===== src/rtl/cga_vram_arbiter.sv =====
// CGA video RAM arbiter: shares the 8-bit framebuffer RAM between display
// fetches (always first) and CPU ISA memory cycles. CPU cycles wait for a
// free sequencer slot and are held off with bus_rdy. A starvation timeout
// forces the CPU onto the RAM if the display never leaves a gap.
module cga_vram_arbiter #(
  parameter bit         USE_BUS_WAIT = 1'b1,
  parameter logic [5:0] MAX_WAIT     = 6'd40,
  parameter int         FB_BITS      = 15
) (
  input  logic               clk,
  input  logic               reset,
  input  logic               disp_req,
  input  logic [18:0]        disp_addr,
  input  logic               cpu_cs,
  input  logic [FB_BITS-1:0] bus_a,
  input  logic               bus_memr_l,
  input  logic               bus_memw_l,
  input  logic [7:0]         bus_d,
  output logic [7:0]         bus_out,
  output logic               bus_dir,
  output logic               bus_rdy,
  output logic [18:0]        ram_a,
  output logic               ram_we_l,
  output logic [7:0]         ram_dout,
  input  logic [7:0]         ram_d,
  output logic               cpu_grant
);

  localparam int PadBits = 19 - FB_BITS;

  typedef enum logic [2:0] {
    IDLE,
    WAIT_SLOT,
    ACCESS,
    CAPTURE,
    HOLD
  } state_t;

  state_t             r_state;
  state_t             w_nextState;

  logic               r_memrS1;
  logic               r_memrS2;
  logic               r_memwS1;
  logic               r_memwS2;

  logic [FB_BITS-1:0] r_addr;
  logic [7:0]         r_data;
  logic               r_isRead;
  logic [5:0]         r_waitCnt;
  logic [7:0]         r_busOut;

  logic               w_readReq;
  logic               w_writeReq;
  logic               w_req;
  logic               w_waitDone;
  logic               w_strobeHigh;

  // Two-flop synchronizers for the asynchronous ISA strobes (idle high).
  always_ff @(posedge clk) begin
    if (reset) begin
      r_memrS1 <= 1'b1;
      r_memrS2 <= 1'b1;
      r_memwS1 <= 1'b1;
      r_memwS2 <= 1'b1;
    end else begin
      r_memrS1 <= bus_memr_l;
      r_memrS2 <= r_memrS1;
      r_memwS1 <= bus_memw_l;
      r_memwS2 <= r_memwS1;
    end
  end

  // A request is the falling edge seen between the two synchronizer stages,
  // so the FSM reaches WAIT_SLOT two clocks after the raw strobe falls.
  assign w_readReq  = cpu_cs & ~r_memrS1 & r_memrS2;
  assign w_writeReq = cpu_cs & ~r_memwS1 & r_memwS2;
  assign w_req      = w_readReq | w_writeReq;

  // The current WAIT_SLOT cycle is the MAX_WAIT-th one: grant regardless.
  assign w_waitDone = ({1'b0, r_waitCnt} + 7'd1) >= {1'b0, MAX_WAIT};

  // Synchronized strobe of the cycle in progress has returned high.
  assign w_strobeHigh = r_isRead ? r_memrS2 : r_memwS2;

  // Latch address, data and direction when a request is accepted; read wins.
  always_ff @(posedge clk) begin
    if (reset) begin
      r_addr   <= '0;
      r_data   <= 8'h00;
      r_isRead <= 1'b0;
    end else if (r_state == IDLE && w_req) begin
      r_addr   <= bus_a;
      r_data   <= bus_d;
      r_isRead <= w_readReq;
    end
  end

  // Starvation counter: cleared on entry to WAIT_SLOT, saturates at MAX_WAIT.
  always_ff @(posedge clk) begin
    if (reset) begin
      r_waitCnt <= 6'd0;
    end else if (r_state == IDLE && w_req) begin
      r_waitCnt <= 6'd0;
    end else if (r_state == WAIT_SLOT && r_waitCnt != MAX_WAIT) begin
      r_waitCnt <= r_waitCnt + 6'd1;
    end
  end

  // State register.
  always_ff @(posedge clk) begin
    if (reset) begin
      r_state <= IDLE;
    end else begin
      r_state <= w_nextState;
    end
  end

  // Next-state logic; a lost read aborts, a lost write is posted and skips HOLD.
  always_comb begin
    w_nextState = r_state;
    case (r_state)
      IDLE: begin
        if (w_req) w_nextState = WAIT_SLOT;
      end
      WAIT_SLOT: begin
        if (r_isRead && r_memrS2) w_nextState = IDLE;
        else if (!disp_req || w_waitDone) w_nextState = ACCESS;
      end
      ACCESS: begin
        if (r_isRead) w_nextState = CAPTURE;
        else if (r_memwS2) w_nextState = IDLE;
        else w_nextState = HOLD;
      end
      CAPTURE: begin
        w_nextState = HOLD;
      end
      HOLD: begin
        if (w_strobeHigh) w_nextState = IDLE;
      end
      default: begin
        w_nextState = IDLE;
      end
    endcase
  end

  // Read data return register, loaded one clock after the RAM address.
  always_ff @(posedge clk) begin
    if (reset) begin
      r_busOut <= 8'h00;
    end else if (r_state == CAPTURE) begin
      r_busOut <= ram_d;
    end
  end

  // RAM port steering: the CPU owns the RAM only during ACCESS.
  always_comb begin
    cpu_grant = 1'b0;
    ram_a     = disp_addr;
    ram_we_l  = 1'b1;
    if (r_state == ACCESS) begin
      cpu_grant = 1'b1;
      ram_a     = {{PadBits{1'b0}}, r_addr};
      ram_we_l  = r_isRead;
    end
  end

  assign ram_dout = r_data;
  assign bus_out  = r_busOut;
  assign bus_dir  = cpu_cs & ~bus_memr_l;

  // Ready drops on the raw strobe to cover synchronizer latency; reset releases it.
  generate
    if (USE_BUS_WAIT) begin : g_busWait
      assign bus_rdy = ~(~reset & cpu_cs & (~bus_memr_l | ~bus_memw_l) &
                         (r_state != HOLD));
    end else begin : g_noBusWait
      assign bus_rdy = 1'b1;
    end
  endgenerate

endmodule


===== config.mk =====
export PLATFORM = sky130hd
export DESIGN_NAME = cga_vram_arbiter
export DESIGN_NICKNAME = d
export VERILOG_FILES = /design/src/rtl/cga_vram_arbiter.sv
export SDC_FILE = /design/constraint.sdc
export NUM_CORES = 1
export LEC_CHECK = 0
export BUFFER_PORTS_ARGS = -buffer_cell sky130_fd_sc_hd__clkbuf_2
export CAP_MARGIN = 20
export CORE_UTILIZATION = 40
export DETAILED_ROUTE_END_ITERATION = 6
export PLACE_DENSITY = 0.77
export SETUP_SLACK_MARGIN = 0.4
export SLEW_MARGIN = 20
export SYNTH_ARGS = -nofsm -noshare
export SYNTH_HDL_FRONTEND = slang
export SYNTH_SLANG_ARGS = --single-unit
export TNS_END_PERCENT = 5

===== constraint.sdc =====
create_clock -name clk -period 2.1 [get_ports clk]
set_input_delay 0.315 -clock clk [delete_from_list [all_inputs] [get_ports clk]]
set_output_delay 0.315 -clock clk [all_outputs]
set_load 0.05 [all_outputs]

==> out/metrics.csv <==
metric,value,unit
status,"complete, no violations",
cpPeakStageDelay,0.36,ns
crit_path_max_fanout,5,
drt-initial-drc-count,66,
insertion_delay,0.29,ns
intPower,1342,uW
synth_fa_ha_area_share,1.189,%
yosys_warnings,0,
die-area,5555,sq um
combPwrFrac,23.1,%
crit_type,flop to primary output,
fin_area,2989,sq um
critical_path_buf_inv_count,3,
routed_via_density,4.729,
fin_total_pwr,1912,uW
drc,0,
fin_ws,0.1312,ns
skew,0.004299,ns
r2r_setup_slack,0.33,ns
syn-cell-area,2105,sq um
ir_drop,409.3,uV
areaGrowthSynthToFinish,42.03,%
switching_share,29.83,%
ys_top_cells_by_area,"dfxtp_1, mux2i_1, mux2_2",
pwr_density_cell,639.8,nW/um^2
cap_violations,0,
yosysSeqAreaShare,42.81,%
holdWs,0.2275,ns
p_leak,0.001515,uW
core_area,5075,sq um
rows,26,
start_util,41.47,%
synth_ff_type,dfxtp_1,
drt_first_pass_iters,4,
synth_nets,262,
tns,0,ns
fmax,507.9,MHz
yosys.area_share.simple,18.67,%
nNetsFinal,364,
ys_ff_latch,45,
cts_buffers,5,
cts_root_buf,clkbuf_8,
ys_types,39,
hold_buffers,0,
fp.dieW,74.54,microns
max_slew_margin,58.95,%
power_frac_seq,47.6,%
setup.worst_path.start,r_state[0],
worstSetupEndpoint,ram_a[4],
dpl_worst_slack,0.2859,ns
grt_util_all_layers,16.54,%
fillers,461,
worst_hold_path_type,input port to flop,
grt_antenna_before_repair,0,
synth-compound-area-share,7.253,%
cts_tree,yes,
final-hold-violation-count,0,
grt_pass1_wl,6996,microns
p_switching,570.5,uW
rsz0062_at_grt,yes,
grt-ovfl-total,0,
setup_violations,0,
reg2reg_depth,5,
cts-htree-levels,2,
synthCells,204,
synth_top_area_share,42.81,%
dp_hpwl,3251,microns
antenna_cells,0,
place_congestion,0.7987,
clk_path_buf_depth,2,
async_flop_share,0,%
worst_ep_arrival_time,1.65,ns
yosys.area.top_type,dfxtp_1,
finalMaxSlewViolations,0,
cts.clk_slew.worst_paths,0.08,ns
critPathTopFamily,buffers and inverters,
end_kind,primary output,
cp_num_cells,5,
p_clk_share,29.3,%
synth_top_family_by_area,multiplexers,
muxShareOfSynthArea,23.25,%
placed_area,2644,sq um
portBuffers,94,
ant_nets,0,
clock-sinks,45,
start_kind,flop,
cp.required,1.78,ns
slowest_stage,dfxtp_4,
r2r_start,r_memwS2,
worstMarginPinSlew,0.6128,ns
grt_max_degree,32,
min_period,1.969,ns
dr_total_vias,1783,
synth-edff-count,0,
avgRoutedWirePerCell,12.38,microns
crit_chain,"nor3b_4, buf_6, clkbuf_16, mux2_4, buf_8",
syn_avg_cell_area,10.32,sq um
wl,4667,microns
grt_pass1_vias,1657,
pin_count,95,
synthXorXnorAreaFrac,2.081,%
die_h,74.54,microns
layout-drive-gt1-share,47.23,%
period_share,93.75,%
worstReg2RegEnd,r_addr[2],
[flip-flops by register name (all words and copies together) (netlist names)]
| signal | count |
|---|---|
| r_state | 3 |
| r_waitCnt | 6 |
| ram_dout | 8 |
| r_memrS1 | 1 |
| r_addr | 15 |
| bus_out | 8 |
| r_memwS2 | 1 |
| r_isRead | 1 |
| r_memwS1 | 1 |
| r_memrS2 | 1 |
[cell type report]
type                    instances  area (sq um)  area share [%]
multi-input cells             141          1134           37.92
well taps                      70         87.58           2.930
clock inverters                 2         13.76          0.4604
inverters                       8         30.03           1.005
clock buffers                   6         82.58           2.763
flip-flops and latches         45         912.1           30.51
repair buffers                105         729.5           24.40
[synthesized netlist by cell type (3+ instances only)]
master / number
nor2b_1: 3
or2_2: 3
clkbuf_1: 4
nand2b_1: 3
nand4_1: 4
xor2_1: 3
nor2_1: 40
inv_1: 8
dfxtp_1: 45
buf_6: 4
nand2_1: 3
mux2_2: 15
o21ai_0: 3
mux2i_1: 32
[cell usage in the layout (no fill, tap or decap), types with 6 or more instances in the layout]
cell type,count
mux2_4,8
buf_4,7
clkbuf_2,79
mux2i_1,32
inv_1,8
buf_8,11
clkbuf_8,6
dfxtp_1,42
mux2_2,7
nor2_1,40
[through the flow]
step / utilization [%] / std cells
5_1_grt: 58.90 / 377
2_1_floorplan: - / 204
4_1_cts: 57.37 / 376
3_5_place_dp: 52.10 / 362
6_report: 58.90 / 377
3_3_place_gp: 52.10 / 362
[metal layers]
metal  share of wire (%)  GRT usage [%]  vias up
met5                   0              0        -
met4                0.56          5.451        0
met3                 4.6          4.878        2
met2                  51          29.53       53
met1                  44          18.81      824
li1                    -              -      904
[worst min path at each step]
stage,from,endpoint,slack (ns),cells after the start
6_report,bus_memw_l,r_memwS1,0.23,2
3_3_place_gp,r_memwS1,r_memwS2,0.43,1
4_1_cts,bus_memw_l,r_memwS1,0.22,2
2_1_floorplan,r_memwS1,r_memwS2,0.42,1
5_1_grt,bus_memw_l,r_memwS1,0.22,2
3_5_place_dp,r_memwS1,r_memwS2,0.44,1
[logic make-up (layout without fill, tap and decap cells)]
| family | count (synthesis) | count (layout) |
|---|---|---|
| flip-flops | 45 | 45 |
| XOR/XNOR | 5 | 5 |
| AND/OR/NAND/NOR | 70 | 70 |
| multiplexers | 47 | 47 |
| adder cells (fa/ha/maj) | 2 | 2 |
| AO/OA/AOI/OAI | 17 | 17 |
| buffers and inverters | 18 | 121 |
[timing repair]
| item | 4_1_cts | 5_1_grt |
|---|---|---|
| endpoints found under the setup margin | 34 | 41 |
| buffers inserted | 5 | 0 |
| pin swaps | 1 | 1 |
| resized for setup | 29 | 27 |
| cloned | 1 | 1 |
[power by group through the flow]
stage	clock (uW)	combinational, uW	sequential (uW)
floorplan	0	261	955
global placement	0	379	934
detailed placement	0	387	935
CTS	579	424	909
global route	612	472	914
finish	561	442	909
No activity file was read; power rests on OpenSTA's default activity.
